[src/rtl/fetch_prefetch_if.sv]
// Fetch-unit bus bundle: execute redirect, instruction-memory request/response
// and decode handoff. master = fetcher, slave = surrounding pipeline/memory.
interface fetch_prefetch_if #(
    parameter int XLEN = 32
);
    logic            pc_ex_valid;
    logic [XLEN-1:0] pc_ex_base;
    logic [XLEN-1:0] pc_ex_off;
    logic            mem_req_valid;
    logic            mem_req_ready;
    logic [XLEN-3:0] mem_addr;
    logic            mem_rsp_valid;
    logic [XLEN-1:0] mem_rsp_data;
    logic            de_valid;
    logic            de_ready;
    logic [XLEN-1:0] de_insn;
    logic [XLEN-1:0] de_pc;

    modport master (
        input  pc_ex_valid, pc_ex_base, pc_ex_off,
        input  mem_req_ready, mem_rsp_valid, mem_rsp_data, de_ready,
        output mem_req_valid, mem_addr, de_valid, de_insn, de_pc
    );

    modport slave (
        output pc_ex_valid, pc_ex_base, pc_ex_off,
        output mem_req_ready, mem_rsp_valid, mem_rsp_data, de_ready,
        input  mem_req_valid, mem_addr, de_valid, de_insn, de_pc
    );
endinterface

[src/rtl/fetch_prefetch.sv]
// Prefetching instruction fetcher: sequential word requests, DEPTH-entry
// {pc, insn} queue toward decode, redirect flush with in-flight squash.
module fetch_prefetch #(
    parameter int              XLEN       = 32,
    parameter logic [XLEN-1:0] ENTRYPOINT = XLEN'(32'h140),
    parameter int              DEPTH      = 4
) (
    input  logic                    i_clk,
    input  logic                    i_rst,
    fetch_prefetch_if.master        io_bus
);
    localparam int AW = $clog2(DEPTH);
    localparam int CW = AW + 1;
    localparam logic [CW:0] DEPTH_W = (CW+1)'(DEPTH);

    logic [XLEN-1:0] r_pc;
    logic [XLEN-1:0] r_rsp_pc;
    logic [CW-1:0]   r_occ;
    logic [CW-1:0]   r_out;
    logic [CW-1:0]   r_drop;
    logic [AW-1:0]   r_rd;
    logic [AW-1:0]   r_wr;
    logic [XLEN-1:0] r_q_pc   [DEPTH];
    logic [XLEN-1:0] r_q_insn [DEPTH];

    logic [CW:0]     w_inflight;
    logic            w_req_valid;
    logic            w_req_fire;
    logic            w_redirect;
    logic [XLEN-1:0] w_target;
    logic            w_push;
    logic            w_pop;
    logic [CW-1:0]   w_out_next;

    assign w_inflight  = {1'b0, r_occ} + {1'b0, r_out};
    assign w_redirect  = io_bus.pc_ex_valid;
    assign w_req_valid = !i_rst && !w_redirect && (w_inflight < DEPTH_W);
    assign w_req_fire  = w_req_valid && io_bus.mem_req_ready;
    assign w_target    = io_bus.pc_ex_base + io_bus.pc_ex_off;
    assign w_push      = io_bus.mem_rsp_valid && (r_drop == '0) && !w_redirect;
    assign w_pop       = (r_occ != '0) && io_bus.de_ready && !w_redirect;
    assign w_out_next  = r_out + CW'(w_req_fire) - CW'(io_bus.mem_rsp_valid);

    assign io_bus.mem_req_valid = w_req_valid;
    assign io_bus.mem_addr      = r_pc[XLEN-1:2];
    assign io_bus.de_valid      = (r_occ != '0);
    assign io_bus.de_insn       = r_q_insn[r_rd];
    assign io_bus.de_pc         = r_q_pc[r_rd];

    always_ff @(posedge i_clk or posedge i_rst) begin
        if (i_rst) begin
            r_pc     <= ENTRYPOINT;
            r_rsp_pc <= ENTRYPOINT;
            r_occ    <= '0;
            r_out    <= '0;
            r_drop   <= '0;
            r_rd     <= '0;
            r_wr     <= '0;
            for (int i = 0; i < DEPTH; i++) begin
                r_q_pc[i]   <= '0;
                r_q_insn[i] <= '0;
            end
        end else begin
            r_out <= w_out_next;
            if (w_redirect) begin
                // Everything still outstanding after this edge belongs to the old path.
                r_pc     <= w_target;
                r_rsp_pc <= w_target;
                r_occ    <= '0;
                r_rd     <= '0;
                r_wr     <= '0;
                r_drop   <= w_out_next;
            end else begin
                if (w_req_fire) begin
                    r_pc <= r_pc + XLEN'(4);
                end
                if (io_bus.mem_rsp_valid && (r_drop != '0)) begin
                    r_drop <= r_drop - CW'(1);
                end
                if (w_push) begin
                    r_q_pc[r_wr]   <= r_rsp_pc;
                    r_q_insn[r_wr] <= io_bus.mem_rsp_data;
                    r_wr           <= r_wr + AW'(1);
                    r_rsp_pc       <= r_rsp_pc + XLEN'(4);
                end
                if (w_pop) begin
                    r_rd <= r_rd + AW'(1);
                end
                r_occ <= r_occ + CW'(w_push) - CW'(w_pop);
            end
        end
    end

    // A response with nothing outstanding means the memory side broke ordering.
    always @(posedge i_clk) begin
        if (!i_rst && io_bus.mem_rsp_valid) begin
            assert (r_out != '0);
        end
    end
endmodule
[src/flat_wrapper.sv]
// flat-port wrapper written by rule: the top's interface ports become plain ports
module fetch_prefetch_flat 
#(
    parameter int              XLEN       = 32,
    parameter logic [XLEN-1:0] ENTRYPOINT = XLEN'(32'h140),
    parameter int              DEPTH      = 4
)
  (i_clk, i_rst, io_bus_pc_ex_valid, io_bus_pc_ex_base, io_bus_pc_ex_off, io_bus_mem_req_ready, io_bus_mem_rsp_valid, io_bus_mem_rsp_data, io_bus_de_ready, io_bus_mem_req_valid, io_bus_mem_addr, io_bus_de_valid, io_bus_de_insn, io_bus_de_pc);
  fetch_prefetch_if #(.XLEN(XLEN)) io_bus_i ();
  input  logic i_clk;
  input  logic i_rst;
  input wire logic [$bits(io_bus_i.pc_ex_valid)-1:0] io_bus_pc_ex_valid;
  input wire logic [$bits(io_bus_i.pc_ex_base)-1:0] io_bus_pc_ex_base;
  input wire logic [$bits(io_bus_i.pc_ex_off)-1:0] io_bus_pc_ex_off;
  input wire logic [$bits(io_bus_i.mem_req_ready)-1:0] io_bus_mem_req_ready;
  input wire logic [$bits(io_bus_i.mem_rsp_valid)-1:0] io_bus_mem_rsp_valid;
  input wire logic [$bits(io_bus_i.mem_rsp_data)-1:0] io_bus_mem_rsp_data;
  input wire logic [$bits(io_bus_i.de_ready)-1:0] io_bus_de_ready;
  output wire logic [$bits(io_bus_i.mem_req_valid)-1:0] io_bus_mem_req_valid;
  output wire logic [$bits(io_bus_i.mem_addr)-1:0] io_bus_mem_addr;
  output wire logic [$bits(io_bus_i.de_valid)-1:0] io_bus_de_valid;
  output wire logic [$bits(io_bus_i.de_insn)-1:0] io_bus_de_insn;
  output wire logic [$bits(io_bus_i.de_pc)-1:0] io_bus_de_pc;
  assign io_bus_i.pc_ex_valid = io_bus_pc_ex_valid;
  assign io_bus_i.pc_ex_base = io_bus_pc_ex_base;
  assign io_bus_i.pc_ex_off = io_bus_pc_ex_off;
  assign io_bus_i.mem_req_ready = io_bus_mem_req_ready;
  assign io_bus_i.mem_rsp_valid = io_bus_mem_rsp_valid;
  assign io_bus_i.mem_rsp_data = io_bus_mem_rsp_data;
  assign io_bus_i.de_ready = io_bus_de_ready;
  assign io_bus_mem_req_valid = io_bus_i.mem_req_valid;
  assign io_bus_mem_addr = io_bus_i.mem_addr;
  assign io_bus_de_valid = io_bus_i.de_valid;
  assign io_bus_de_insn = io_bus_i.de_insn;
  assign io_bus_de_pc = io_bus_i.de_pc;
  fetch_prefetch #(.XLEN(XLEN), .ENTRYPOINT(ENTRYPOINT), .DEPTH(DEPTH)) u_core (.i_clk(i_clk), .i_rst(i_rst), .io_bus(io_bus_i));
endmodule
[config.mk]
export PLATFORM = sky130hd
export DESIGN_NAME = fetch_prefetch_flat
export DESIGN_NICKNAME = d
export VERILOG_FILES = /design/src/rtl/fetch_prefetch_if.sv /design/src/rtl/fetch_prefetch.sv /design/src/flat_wrapper.sv
export SDC_FILE = /design/constraint.sdc
export NUM_CORES = 1
export LEC_CHECK = 0
export ABC_AREA = 1
export ABC_CLOCK_PERIOD_IN_PS = 23800
export BUFFER_PORTS_ARGS = -buffer_cell sky130_fd_sc_hd__buf_2
export CORE_MARGIN = 5
export CORE_UTILIZATION = 60
export CTS_BUF_LIST = sky130_fd_sc_hd__clkbuf_8 sky130_fd_sc_hd__clkbuf_16
export CTS_CLUSTER_SIZE = 30
export DETAILED_ROUTE_END_ITERATION = 10
export PLACE_DENSITY = 0.81
export REMOVE_ABC_BUFFERS = 1
export SLEW_MARGIN = 20
export SYNTH_ARGS = -nofsm -noshare
export SYNTH_HDL_FRONTEND = slang
export SYNTH_SLANG_ARGS = --single-unit
[constraint.sdc]
create_clock -name i_clk -period 23.8 [get_ports i_clk]
set_input_delay 2.38 -clock i_clk [delete_from_list [all_inputs] [get_ports i_clk]]
set_output_delay 2.38 -clock i_clk [all_outputs]
set_load 0.02 [all_outputs]
-- After elaboration in Yosys (flattened, before gate mapping)
Cells that the tools add are included.
- word-level logic and storage cells: 73
- bits of input ports: 102
- bits in read-only memories: 0
- memories: 0
- bits in latches: 0
- output and inout bits: 96
- RAM bits: 0
- register bits: 333
- mux-type cells: 21
- reduce and logical (&&, ||, !) cells: 19
- eq/ne operators: 0
- shifts and indexed selects: 0
- bitwise gates (word level): 3
- add/subtract/negate cells: 11
- div/mod/pow operators: 0
- $lt $le $gt $ge: 4
- multiply operators: 0
- operator list (cell ; number):
    32-bit 2-to-1 mux ; 9
    128-bit bitwise mux ; 2
    32-bit binary-select mux with 2-bit select ; 2
    32-bit by 3-bit adder with 32-bit output, second input constant ; 2
    32-bit demux with 2-bit select ; 1
    32-bit adder ; 1
    1-bit logical AND ; 9
    3-bit 2-to-1 mux ; 3
    2-bit 2-to-1 mux ; 4
    2-bit nonzero test ; 4
    3-bit by 1-bit adder with 3-bit output ; 2
    3-bit greater-or-equal comparator, second input constant ; 2
    2-bit NOT with 3-bit output ; 2
    3-bit nonzero test ; 2
    3-bit by 1-bit subtractor with 3-bit output ; 2
    2-bit by 1-bit adder with 2-bit output, second input constant ; 2
    3-bit by 3-bit adder with 4-bit output ; 1
    4-bit by 3-bit less-than comparator with 1-bit output, second input constant ; 1
    3-bit logical NOT ; 1
    3-bit by 1-bit less-than comparator with 1-bit output, second input constant ; 1
    3-bit by 1-bit subtractor with 3-bit output, second input constant ; 1
    1-bit logical NOT ; 2
    2-bit AND reduction ; 1
    1-bit NOT ; 1

-- Longest topological paths before layout
Gate-level depths: netlist of the first run.
- word-level depth: 7
- gate-level depth with buffers: 15
- depth with buffers taken out: 15

-- Least setup slack after synthesis of the first run
OpenSTA, ideal clock, no wires.
- path kind: input port to output port
- from: input port io_bus_pc_ex_valid
- to: output port io_bus_mem_req_valid
- path buffers: 1
- stages: 2
- data arrival time: 2.870 ns
- setup slack: 18.550 ns
- cells stage by stage: buf_4 > nor3_4
- word-level cells in the longest chain between the ends: 3
- ends and longest elaborated chain (element ; line ; text):
    from (decl) ; flat_wrapper.sv:12 ; input wire logic [$bits(io_bus_i.pc_ex_valid)-1:0] io_bus_pc_ex_valid;
    1-bit logical NOT ; fetch_prefetch.sv:37 ; assign w_req_valid = !i_rst && !w_redirect && (w_inflight < DEPTH_W);
    1-bit logical AND (2 in a row) ; fetch_prefetch.sv:37 ;
    to (decl) ; flat_wrapper.sv:19 ; output wire logic [$bits(io_bus_i.mem_req_valid)-1:0] io_bus_mem_req_valid;
No other way between the ends.

-- Worst setup path in the final report of the first run
Ends and elaborated chain as after synthesis.

==> results.sh, run 1 <==
export IMPL_htree_levels=2
export IMPL_cpLargestDelayFamily="buffers and inverters"
export IMPL_min_path_type="flip-flop to flip-flop"
export IMPL_met3_length_mm=4.26
export IMPL_grt_setup_unrepaired="false"
export IMPL_die_area_um2=33800
export IMPL_antenna_found_initial=0
export IMPL_worstSkewPairLatency_ns=0.52
export IMPL_clockBufferDepth=3
export IMPL_drc=0
export IMPL_grt_pass1_wl_mm=79.9
export IMPL_p_leak_nw=10.5
export IMPL_cts_sinks=331
export IMPL_cts_resized=0
export IMPL_final_cell_mix="nand2_1 (604), o21ai_0 (434), dfrtp_1 (325)"
export IMPL_io_pins=198
export IMPL_finalSetupViolations=0
export IMPL_end_kind="primary output"
export IMPL_status="completed"
export IMPL_cts_tree="yes"
export IMPL_num_vias=16882
export IMPL_synth_seq_cells=331
export IMPL_crit_chain="buf_2, nor3_4, buf_2"
export IMPL_synth_warning_count=0
export IMPL_final_max_slew_violation_count=0
export IMPL_clock_fmax_ghz=0.174
export IMPL_finalPower_mw=2.11
export IMPL_hold_viol=0
export IMPL_cts_setup_buffers=0
export IMPL_ant_nets=0
export IMPL_cp_start_kind="primary input"
export IMPL_root_buffer="clkbuf_16"
export IMPL_grt_max_degree=183
export IMPL_synth_xor_xnor_area_share_pct=1.64
export IMPL_die_w_um=184
export IMPL_die_h_um=184
export IMPL_clk_pin_slew_ns=0.06
export IMPL_required_ns=21.42
export IMPL_highest_layer="met4"
export IMPL_synth_top_family_by_area="simple AND/OR/NAND/NOR gates"
export IMPL_crit_slowest_cell="buf_2"
export IMPL_start_util_pct=60.9
export IMPL_tns_ns=0
export IMPL_critical_path_max_stage_delay_ns=0.64
export IMPL_drt_first_pass_iters=5
export IMPL_vias_per_cell=5.73
export IMPL_layout_commonest_cell="nand2_1"
export IMPL_crit_buf_inv=2
export IMPL_core_um2=29700
export IMPL_peakVddDrop_uv=50.3
export IMPL_layout_drive_gt1_share_pct=12.8
export IMPL_cap_violations=0
export IMPL_track_usage_pct=28.5
export IMPL_worstPathMaxFanout=36
export IMPL_syn_cell_area_um2=18100
export IMPL_numPortBuffers=197
export IMPL_area_growth_pct=13.1
export IMPL_synthCells=2405
export IMPL_cts_buffers=35
export IMPL_synth_async_sr_flop_share_pct=100
export IMPL_r2r_slack_ns=20.80
export IMPL_cts_hold_buffers=0
export IMPL_yosys_mux_area_fraction_pct=0
export IMPL_rows=63
export IMPL_fin_area_um2=20500
export IMPL_slew_limit_headroom_pct=30.8
export IMPL_power_density_nw_per_um2=103
export IMPL_yosys_area_share_simple_pct=23.3
export IMPL_grt_pass1_vias=16320
export IMPL_m1WireLength_mm=20.0
export IMPL_drt_iter0_drc=1666
export IMPL_syn_area_per_cell_um2=7.53
export IMPL_synth_distinct_cells=47
export IMPL_synthFlopType="dfrtp_1"
export IMPL_diodes=0
export IMPL_period_share_pct=24.1
export IMPL_criticalPathCategory="primary input to primary output"
export IMPL_critPathArrivalTime_ns=3.36
export IMPL_ys_seq_area_share_pct=45.8
export IMPL_finClkSkew_ns=0.0172
export IMPL_place_area_um2=19200
export IMPL_overflow=0
export IMPL_wl_per_cell_um=16.5
export IMPL_place_hpwl_mm=31.4
export IMPL_synth_adder_area_share_pct=3.44
export IMPL_routed_wl_mm=48.5
export IMPL_synth_compound_area_share_pct=18.2
export IMPL_crit_top_cell="buf_2"
export IMPL_worst_pin_slew_ns=1.04
export IMPL_route_met2_wl_mm=22.8
export IMPL_finish_utilization_pct=68.9
export IMPL_place_congestion=0.963
export IMPL_finalNetCount=2681
export IMPL_synth_edf_count=0
export IMPL_post_route_min_period_ns=5.74
-- synth_stat cells, types with 13 or more instances --
cell	instances	area, um^2
xor2_1	29	254
clkbuf_1	95	357
o22ai_1	65	407
a31oi_1	14	87.6
nor2_1	249	935
dfrtp_1	327	8180
buf_2	17	85.1
inv_1	226	848
nand2_1	608	2280
nand4_1	19	119
a21oi_1	65	325
o21ai_0	434	2170
nor3_1	21	105
a22oi_1	20	150
ha_1	45	563
o21ai_1	13	65.1
nand3_1	66	330
-- worst reg2reg max path: cells and delay by family (launching register included) --
family	cells	cell delay [ns]
and+or+nand+nor	4	1.59
buffers and inverters	2	0.61
DFF	1	0.37
adders and majority gates	1	0.19
AOI/OAI and AO/OA	1	0.10
-- state kept, by name, summed over array words and instances (netlist names) --
name             cells
u_core.r_q_pc      128
u_core.r_wr          2
u_core.r_q_insn    128
u_core.r_rd          2
u_core.r_rsp_pc     32
u_core.r_pc         30
u_core.r_out         3
u_core.r_occ         3
u_core.r_drop        3
-- worst paths after layout --
check,from,end,cells past startpoint
max in group asynchronous,i_rst,u_core.r_q_pc[93]$_DFFE_PP0P_,4
min in group asynchronous,i_rst,u_core.r_out[2]$_DFF_PP0_,2
min reg2reg,u_core.r_q_pc[50]$_DFFE_PP0P_,u_core.r_q_pc[50]$_DFFE_PP0P_,2
min,u_core.r_q_pc[50]$_DFFE_PP0P_,u_core.r_q_pc[50]$_DFFE_PP0P_,2
max,io_bus_pc_ex_valid,io_bus_mem_req_valid,3
max reg2reg,u_core.r_drop[0]$_DFFE_PP0P_,u_core.r_q_insn[39]$_DFFE_PP0P_,8
-- where the power goes --
part | leakage, nW | switching (mW) | internal [mW] | total (mW)
clock | 0.619 | 0.225 | 0.350 | 0.575
combinational | 5.49 | 0.499 | 0.245 | 0.744
sequential | 4.36 | 0.102 | 0.691 | 0.793
total | 10.5 | 0.826 | 1.29 | 2.11
-- final cells by class --
type | count | area (um^2)
Clock buffer | 42 | 983
Clock inverter | 20 | 243
Fill cell | 2419 | 9240
Inverter | 234 | 895
Multi-Input combinational cell | 1721 | 8470
Sequential cell | 331 | 8290
Tap cell | 390 | 488
Timing Repair Buffer | 208 | 1100
-- routing by layer --
layer  track usage (%)  vias to the layer above
li1                  -                     8144
met4              9.44                        0
met2              47.8                      727
met3              5.22                       94
met5                 0                        -
met1              37.8                     7917
-- logic make-up after synthesis --
| group | after synthesis |
|---|---|
| AND/OR/NAND/NOR | 1017 |
| adder cells (fa/ha/maj) | 48 |
| buffers and inverters | 353 |
| AO/OA/AOI/OAI | 622 |
| flip-flops | 331 |
| XOR/XNOR | 34 |
-- per-stage QoR --
step | hold WS (ns) | instances | worst slack, ns
6_report | 0.481 | 2946 | 18.06
5_1_grt | 0.494 | 2946 | 17.88
2_1_floorplan | 0.448 | 2286 | 12.26
3_3_place_gp | 0.460 | 2883 | 18.08
4_1_cts | 0.483 | 2945 | 18.06
3_5_place_dp | 0.467 | 2883 | 18.07
Power figures use the tool's default switching activity.
==> run 2: changes to the inputs <==
ABC_AREA = 0   (was 1)
ABC_CLOCK_PERIOD_IN_PS = 5400   (was 23800)
CORE_UTILIZATION = 59   (was 60)
clock period = 5.4 ns   (was 23.8 ns; I/O delays follow)
==> run 2 against run 1 <==
Compared with the run above: worst hold slack worse by 0.34 ns; non-clock buffer count down 5; critical endpoint is now io_bus_de_insn[23]; power rose to 4.2 times the previous value; global-route usage down 5.2 points; clock-buffer cell count up 2; via count down 31%; synthesized cell count down 43%; clock skew up 0.0044 ns; critical path depth unchanged; sequential power rose to 4.5 times the previous value; first-iteration DRC count down 55%.
==> results.sh, run 2 <==
export IMPL_synth_top_area_share_pct=48.1
export IMPL_worstPathMaxFanout=47
export IMPL_root_buffer="clkbuf_16"
export IMPL_p_leak_nw=9.21
export IMPL_grt_pass1_wl_mm=63.1
export IMPL_dp_worst_setup_slack_ns=2.40
export IMPL_cap_violations=0
export IMPL_synth_seq_cells=331
export IMPL_grt_setup_unrepaired="false"
export IMPL_endpoint="io_bus_de_insn[23]"
export IMPL_worst_pin_slew_ns=1.10
export IMPL_io_pins=198
export IMPL_htree_levels=2
export IMPL_end_kind="primary output"
export IMPL_antenna_found_initial=1
export IMPL_r2r_slack_ns=2.46
export IMPL_cts_sinks=331
export IMPL_track_usage_pct=23.3
export IMPL_cts_resized=0
export IMPL_worstSkewPairLatency_ns=0.50
export IMPL_core_um2=28600
export IMPL_final_max_slew_violation_count=0
export IMPL_drc=0
export IMPL_layout_commonest_cell="dfrtp_1"
export IMPL_finalPower_mw=8.83
export IMPL_clk_pin_slew_ns=0.06
export IMPL_post_route_min_period_ns=3.43
export IMPL_finish_utilization_pct=67.9
export IMPL_diodes=0
export IMPL_layout_drive_gt1_share_pct=37.8
export IMPL_synth_async_sr_flop_share_pct=100
export IMPL_period_share_pct=63.5
export IMPL_clock_fmax_ghz=0.292
export IMPL_vias_per_cell=5.95
export IMPL_synth_most_common_cell="dfrtp_1"
export IMPL_synth_common_cells="dfrtp_1 (327), mux2_2 (237), nand2_1 (104)"
export IMPL_hold_viol=0
export IMPL_peakVddDrop_uv=243
export IMPL_synth_distinct_cells=72
export IMPL_cts_tree="yes"
export IMPL_die_area_um2=32400
export IMPL_place_congestion=0.891
export IMPL_start_util_pct=59.5
export IMPL_final_cell_mix="dfrtp_1 (325), mux2_2 (237), buf_2 (197)"
export IMPL_synth_area_leaders="dfrtp_1 (48%), mux2_2 (16%), mux4_2 (8.5%)"
export IMPL_grt_pass1_vias=12262
export IMPL_slew_limit_headroom_pct=26.8
export IMPL_numPortBuffers=197
export IMPL_drt_iter0_drc=752
export IMPL_cp_startpoint="u_core.r_rd[0]$_DFFE_PP0P_"
export IMPL_synthCells=1382
export IMPL_rows=62
export IMPL_synth_warning_count=0
export IMPL_drt_first_pass_iters=5
export IMPL_routed_wl_mm=37.6
export IMPL_die_w_um=180
export IMPL_reg2reg_from="u_core.r_drop[0]$_DFFE_PP0P_"
export IMPL_clockBufferDepth=3
export IMPL_min_path_type="primary input to asynchronous set/reset pin"
export IMPL_finalSetupViolations=0
export IMPL_ant_nets=0
export IMPL_cts_hold_buffers=0
export IMPL_die_h_um=180
export IMPL_place_hpwl_mm=25.0
export IMPL_r2r_end="u_core.r_q_insn[100]$_DFFE_PP0P_"
export IMPL_cts_buffers=35
export IMPL_ys_seq_area_share_pct=48.7
export IMPL_cp_start_kind="flip-flop"
export IMPL_finClkSkew_ns=0.0216
export IMPL_power_density_nw_per_um2=454
export IMPL_grt_max_degree=165
export IMPL_holdWs_ns=0.145
export IMPL_area_growth_pct=14.2
export IMPL_cts_setup_buffers=0
export IMPL_criticalPathCategory="flip-flop to primary output"
export IMPL_timing_final_ws_setup_ns=1.97
export IMPL_finalNetCount=1697
export IMPL_syn_area_per_cell_um2=12.3
export IMPL_status="completed"
export IMPL_synthFlopType="dfrtp_1"
export IMPL_synth_edf_count=0
export IMPL_required_ns=4.86
export IMPL_syn_cell_area_um2=17000
export IMPL_num_vias=11643
export IMPL_ff2ff_path_depth=6
export IMPL_reg_top3="u_core.r_q_insn: 128 flops, u_core.r_q_pc: 128 flops, u_core.r_rsp_pc: 32 flops"
export IMPL_wl_per_cell_um=19.2
export IMPL_synth_area_leader_cell="dfrtp_1"
export IMPL_overflow=0
export IMPL_critPathArrivalTime_ns=2.89
## run 2: changes by cell type in the layout (fill, tap and decap cells not counted), moves of 16 or more
| cell | previous run | this run |
|---|---|---|
| mux4_2 | 0 | 64 |
| inv_1 | 229 | 40 |
| mux2_2 | 0 | 237 |
| o22ai_1 | 65 | 0 |
| xnor2_1 | 5 | 46 |
| a22oi_1 | 20 | 3 |
| nand2_1 | 604 | 100 |
| nand3_1 | 66 | 25 |
| a21o_1 | 2 | 18 |
| o21ai_0 | 434 | 45 |
| nor2_1 | 249 | 75 |
## run 2: report_power, final
group	internal (mW)	leakage (nW)	switching, mW
Combinational	1.40	4.30	1.52
Sequential	3.02	4.30	0.516
Clock	1.43	0.609	0.941
Total	5.85	9.21	2.98
## run 2: stage by stage
stage / std cells / area (um^2) / TNS [ns]
5_1_grt: 1957 / 19400 / 0
4_1_cts: 1957 / 19400 / 0
2_1_floorplan: 1307 / 16700 / -1413.28
3_3_place_gp: 1894 / 18300 / 0
6_report: 1957 / 19400 / 0
3_5_place_dp: 1894 / 18300 / 0
## run 2: logic make-up after synthesis
group	share of synthesized area, %
flip-flops	48.7
multiplexers	24.8
AND/OR/NAND/NOR	8.99
AO/OA/AOI/OAI	7.36
buffers and inverters	2.57
XOR/XNOR	3.96
adder cells (fa/ha/maj)	3.66
## run 2: metal layers
metal | wire length [um] | GRT usage (%) | up-vias
met3 | 2100 | 4.06 | 54
met4 | 740 | 5.33 | 0
met2 | 18100 | 38.8 | 349
li1 | - | - | 5368
met1 | 16700 | 32.5 | 5872
met5 | 0 | 0 | -
## run 2: worst min-delay path by stage
stage	endpoint	slack (ns)	cells after the start
floorplan	u_core.r_q_pc[42]$_DFFE_PP0P_	0.44	2
global placement	u_core.r_q_pc[106]$_DFFE_PP0P_	0.46	2
detailed placement	u_core.r_q_pc[61]$_DFFE_PP0P_	0.47	2
CTS	u_core.r_out[1]$_DFF_PP0_	0.19	2
global route	u_core.r_q_pc[3]$_DFFE_PP0P_	0.21	2
finish	u_core.r_occ[2]$_DFF_PP0_	0.15	2
## run 2: cell type report
cell class | instances | area (um^2)
Clock buffer | 44 | 1020
Clock inverter | 19 | 138
Fill cell | 2083 | 9180
Inverter | 35 | 139
Multi-Input combinational cell | 941 | 8330
Sequential cell | 331 | 8290
Tap cell | 384 | 480
Timing Repair Buffer | 203 | 1040
## run 2: worst max-delay path, cell delays in order, from the launching register on
cell and delay [ns]:
dfrtp_4 1.07, buf_4 0.51, mux4_2 0.60, buf_2 0.18
==> run 3: changes to the inputs <==
ABC_CLOCK_PERIOD_IN_PS = 2850   (was 5400)
CORE_UTILIZATION = 53   (was 59)
PLACE_DENSITY = 0.76   (was 0.81)
clock period = 2.85 ns   (was 5.4 ns; I/O delays follow)
==> run 3 against run 2 <==
Compared with the run above: cell area rose by 1.8%; global-route usage fell by 1.5 points; combinational power rose by 99%; final cell count rose by 2.0%; worst hold slack got worse by 0.094 ns; clock power rose by 94%; non-clock buffer count rose by 25; routed wire length rose by 2.3%; clock-buffer cell count rose by 1; critical path depth did not move; utilization fell by 5.3 points; clock skew fell by 0.00082 ns; highest routed layer unchanged.
==> results.sh, run 3 (synthesis results as in run 2) <==
export IMPL_worstPathMaxFanout=24
export IMPL_num_vias=11633
export IMPL_cts_resized=0
export IMPL_ant_nets=0
export IMPL_hold_viol=0
export IMPL_power_density_nw_per_um2=857
export IMPL_grt_pass1_wl_mm=64.2
export IMPL_drt_iter0_drc=640
export IMPL_final_cells=1997
export IMPL_ff_latch_area_um2=8290
export IMPL_clockBufferDepth=3
export IMPL_critPathArrivalTime_ns=2.30
export IMPL_place_hpwl_mm=27.0
export IMPL_diodes=0
export IMPL_routed_wl_mm=38.5
export IMPL_required_ns=2.57
export IMPL_dp_worst_setup_slack_ns=0.169
export IMPL_min_path_type="primary input to flip-flop"
export IMPL_post_route_min_period_ns=2.58
export IMPL_criticalPathCategory="flip-flop to primary output"
export IMPL_die_area_um2=35800
export IMPL_root_buffer="clkbuf_16"
export IMPL_worstSkewPairLatency_ns=0.51
export IMPL_io_pins=198
export IMPL_grt_setup_unrepaired="false"
export IMPL_die_w_um=189
export IMPL_finalSetupViolations=0
export IMPL_cts_tree="yes"
export IMPL_cp_start_kind="flip-flop"
export IMPL_status="completed"
export IMPL_timing_final_ws_setup_ns=0.268
export IMPL_finClkSkew_ns=0.0208
export IMPL_dp_cells=1936
export IMPL_area_growth_pct=16.3
export IMPL_layout_drive_gt1_share_pct=38.6
export IMPL_holdWs_ns=0.0515
export IMPL_cts_setup_buffers=0
export IMPL_numPortBuffers=197
export IMPL_antenna_found_initial=0
export IMPL_clk_pin_slew_ns=0.06
export IMPL_cts_hold_buffers=1
export IMPL_n_fill_cell=2445
export IMPL_layout_commonest_cell="dfrtp_1"
export IMPL_final_cell_mix="dfrtp_1 (325), mux2_2 (237), buf_2 (197)"
export IMPL_overflow=0
export IMPL_core_um2=31600
export IMPL_finalNetCount=1723
export IMPL_r2r_slack_ns=0.33
export IMPL_htree_levels=2
export IMPL_grt_pass1_vias=12398
export IMPL_reg_top3="u_core.r_q_insn: 128 flops, u_core.r_q_pc: 128 flops, u_core.r_rsp_pc: 32 flops"
export IMPL_vias_per_cell=5.83
export IMPL_p_leak_nw=9.38
export IMPL_worst_pin_slew_ns=0.744
export IMPL_die_h_um=189
export IMPL_grt_max_degree=90
export IMPL_cap_violations=0
export IMPL_slew_limit_headroom_pct=49.9
export IMPL_drt_first_pass_iters=5
export IMPL_drc=0
export IMPL_start_util_pct=53.8
export IMPL_peakVddDrop_uv=440
export IMPL_track_usage_pct=21.8
export IMPL_rows=65
export IMPL_final_max_slew_violation_count=0
export IMPL_place_congestion=0.868
export IMPL_cts_buffers=36
export IMPL_clock_fmax_ghz=0.387
export IMPL_wl_per_cell_um=19.3
export IMPL_cts_sinks=331
export IMPL_period_share_pct=90.6
export IMPL_end_kind="primary output"
export IMPL_multi_input_area_um2=8330
==> run 3: cell types whose count changed in the layout (fill, tap and decap cells not counted) <==
cell / before / now
buf_4: 5 / 19
buf_12: 1 / 11
clkinv_2: 8 / 3
bufinv_16: 2 / 3
clkbuf_8: 7 / 8
clkinv_4: 0 / 1
clkinvlp_4: 1 / 0
dlygate4sd3_1: 0 / 1
==> run 3: path summary, 6_finish.rpt <==
kind,cells past startpoint,end,start
max,3,io_bus_de_pc[16],u_core.r_rd[0]$_DFFE_PP0P_
min,2,u_core.r_q_insn[46]$_DFFE_PP0P_,io_bus_mem_rsp_data[14]
max reg2reg,8,u_core.r_pc[22]$_DFFE_PP0P_,u_core.r_occ[2]$_DFF_PP0_
min reg2reg,2,u_core.r_q_pc[61]$_DFFE_PP0P_,u_core.r_q_pc[61]$_DFFE_PP0P_
max in group asynchronous,4,u_core.r_q_insn[115]$_DFFE_PP0P_,i_rst
min in group asynchronous,3,u_core.r_occ[2]$_DFF_PP0_,i_rst
==> run 3: through the flow <==
step	util (%)	TNS (ns)	power, mW	area [um^2]
after detailed placement	58.8	0	12.5	18600
final	62.6	0	17.0	19800
after CTS	62.6	0	17.2	19800
after global placement	58.8	0	12.3	18600
after global routing	62.6	0	17.9	19800
after floorplan	-	-2234.11	10.6	16700
==> run 3: power by group <==
part	switching, mW	internal, mW
clock	1.78	2.82
sequential	0.824	5.73
combinational	3.06	2.75
total	5.67	11.3
==> run 3: final cells by class <==
class                           count  share of cell area [%]
Tap cell                          402                    2.54
Inverter                           35                   0.701
Multi-Input combinational cell    941                    42.1
Timing Repair Buffer              228                    6.86
Sequential cell                   331                    41.9
Clock buffer                       45                    5.23
Clock inverter                     15                   0.727
==> run 3: routing by layer <==
| layer | vias up | GRT usage, % | wire length (um) |
|---|---|---|---|
| met3 | 70 | 3.74 | 2050 |
| met4 | 0 | 5.95 | 987 |
| met5 | - | 0 | 0 |
| met2 | 330 | 36.2 | 18500 |
| li1 | 5413 | - | - |
| met1 | 5820 | 29.9 | 17000 |
==> run 3: critical path, stage by stage, from the launching register on <==
cell and delay (ns):
dfrtp_4 0.71, buf_12 0.29, mux4_2 0.58, buf_2 0.19
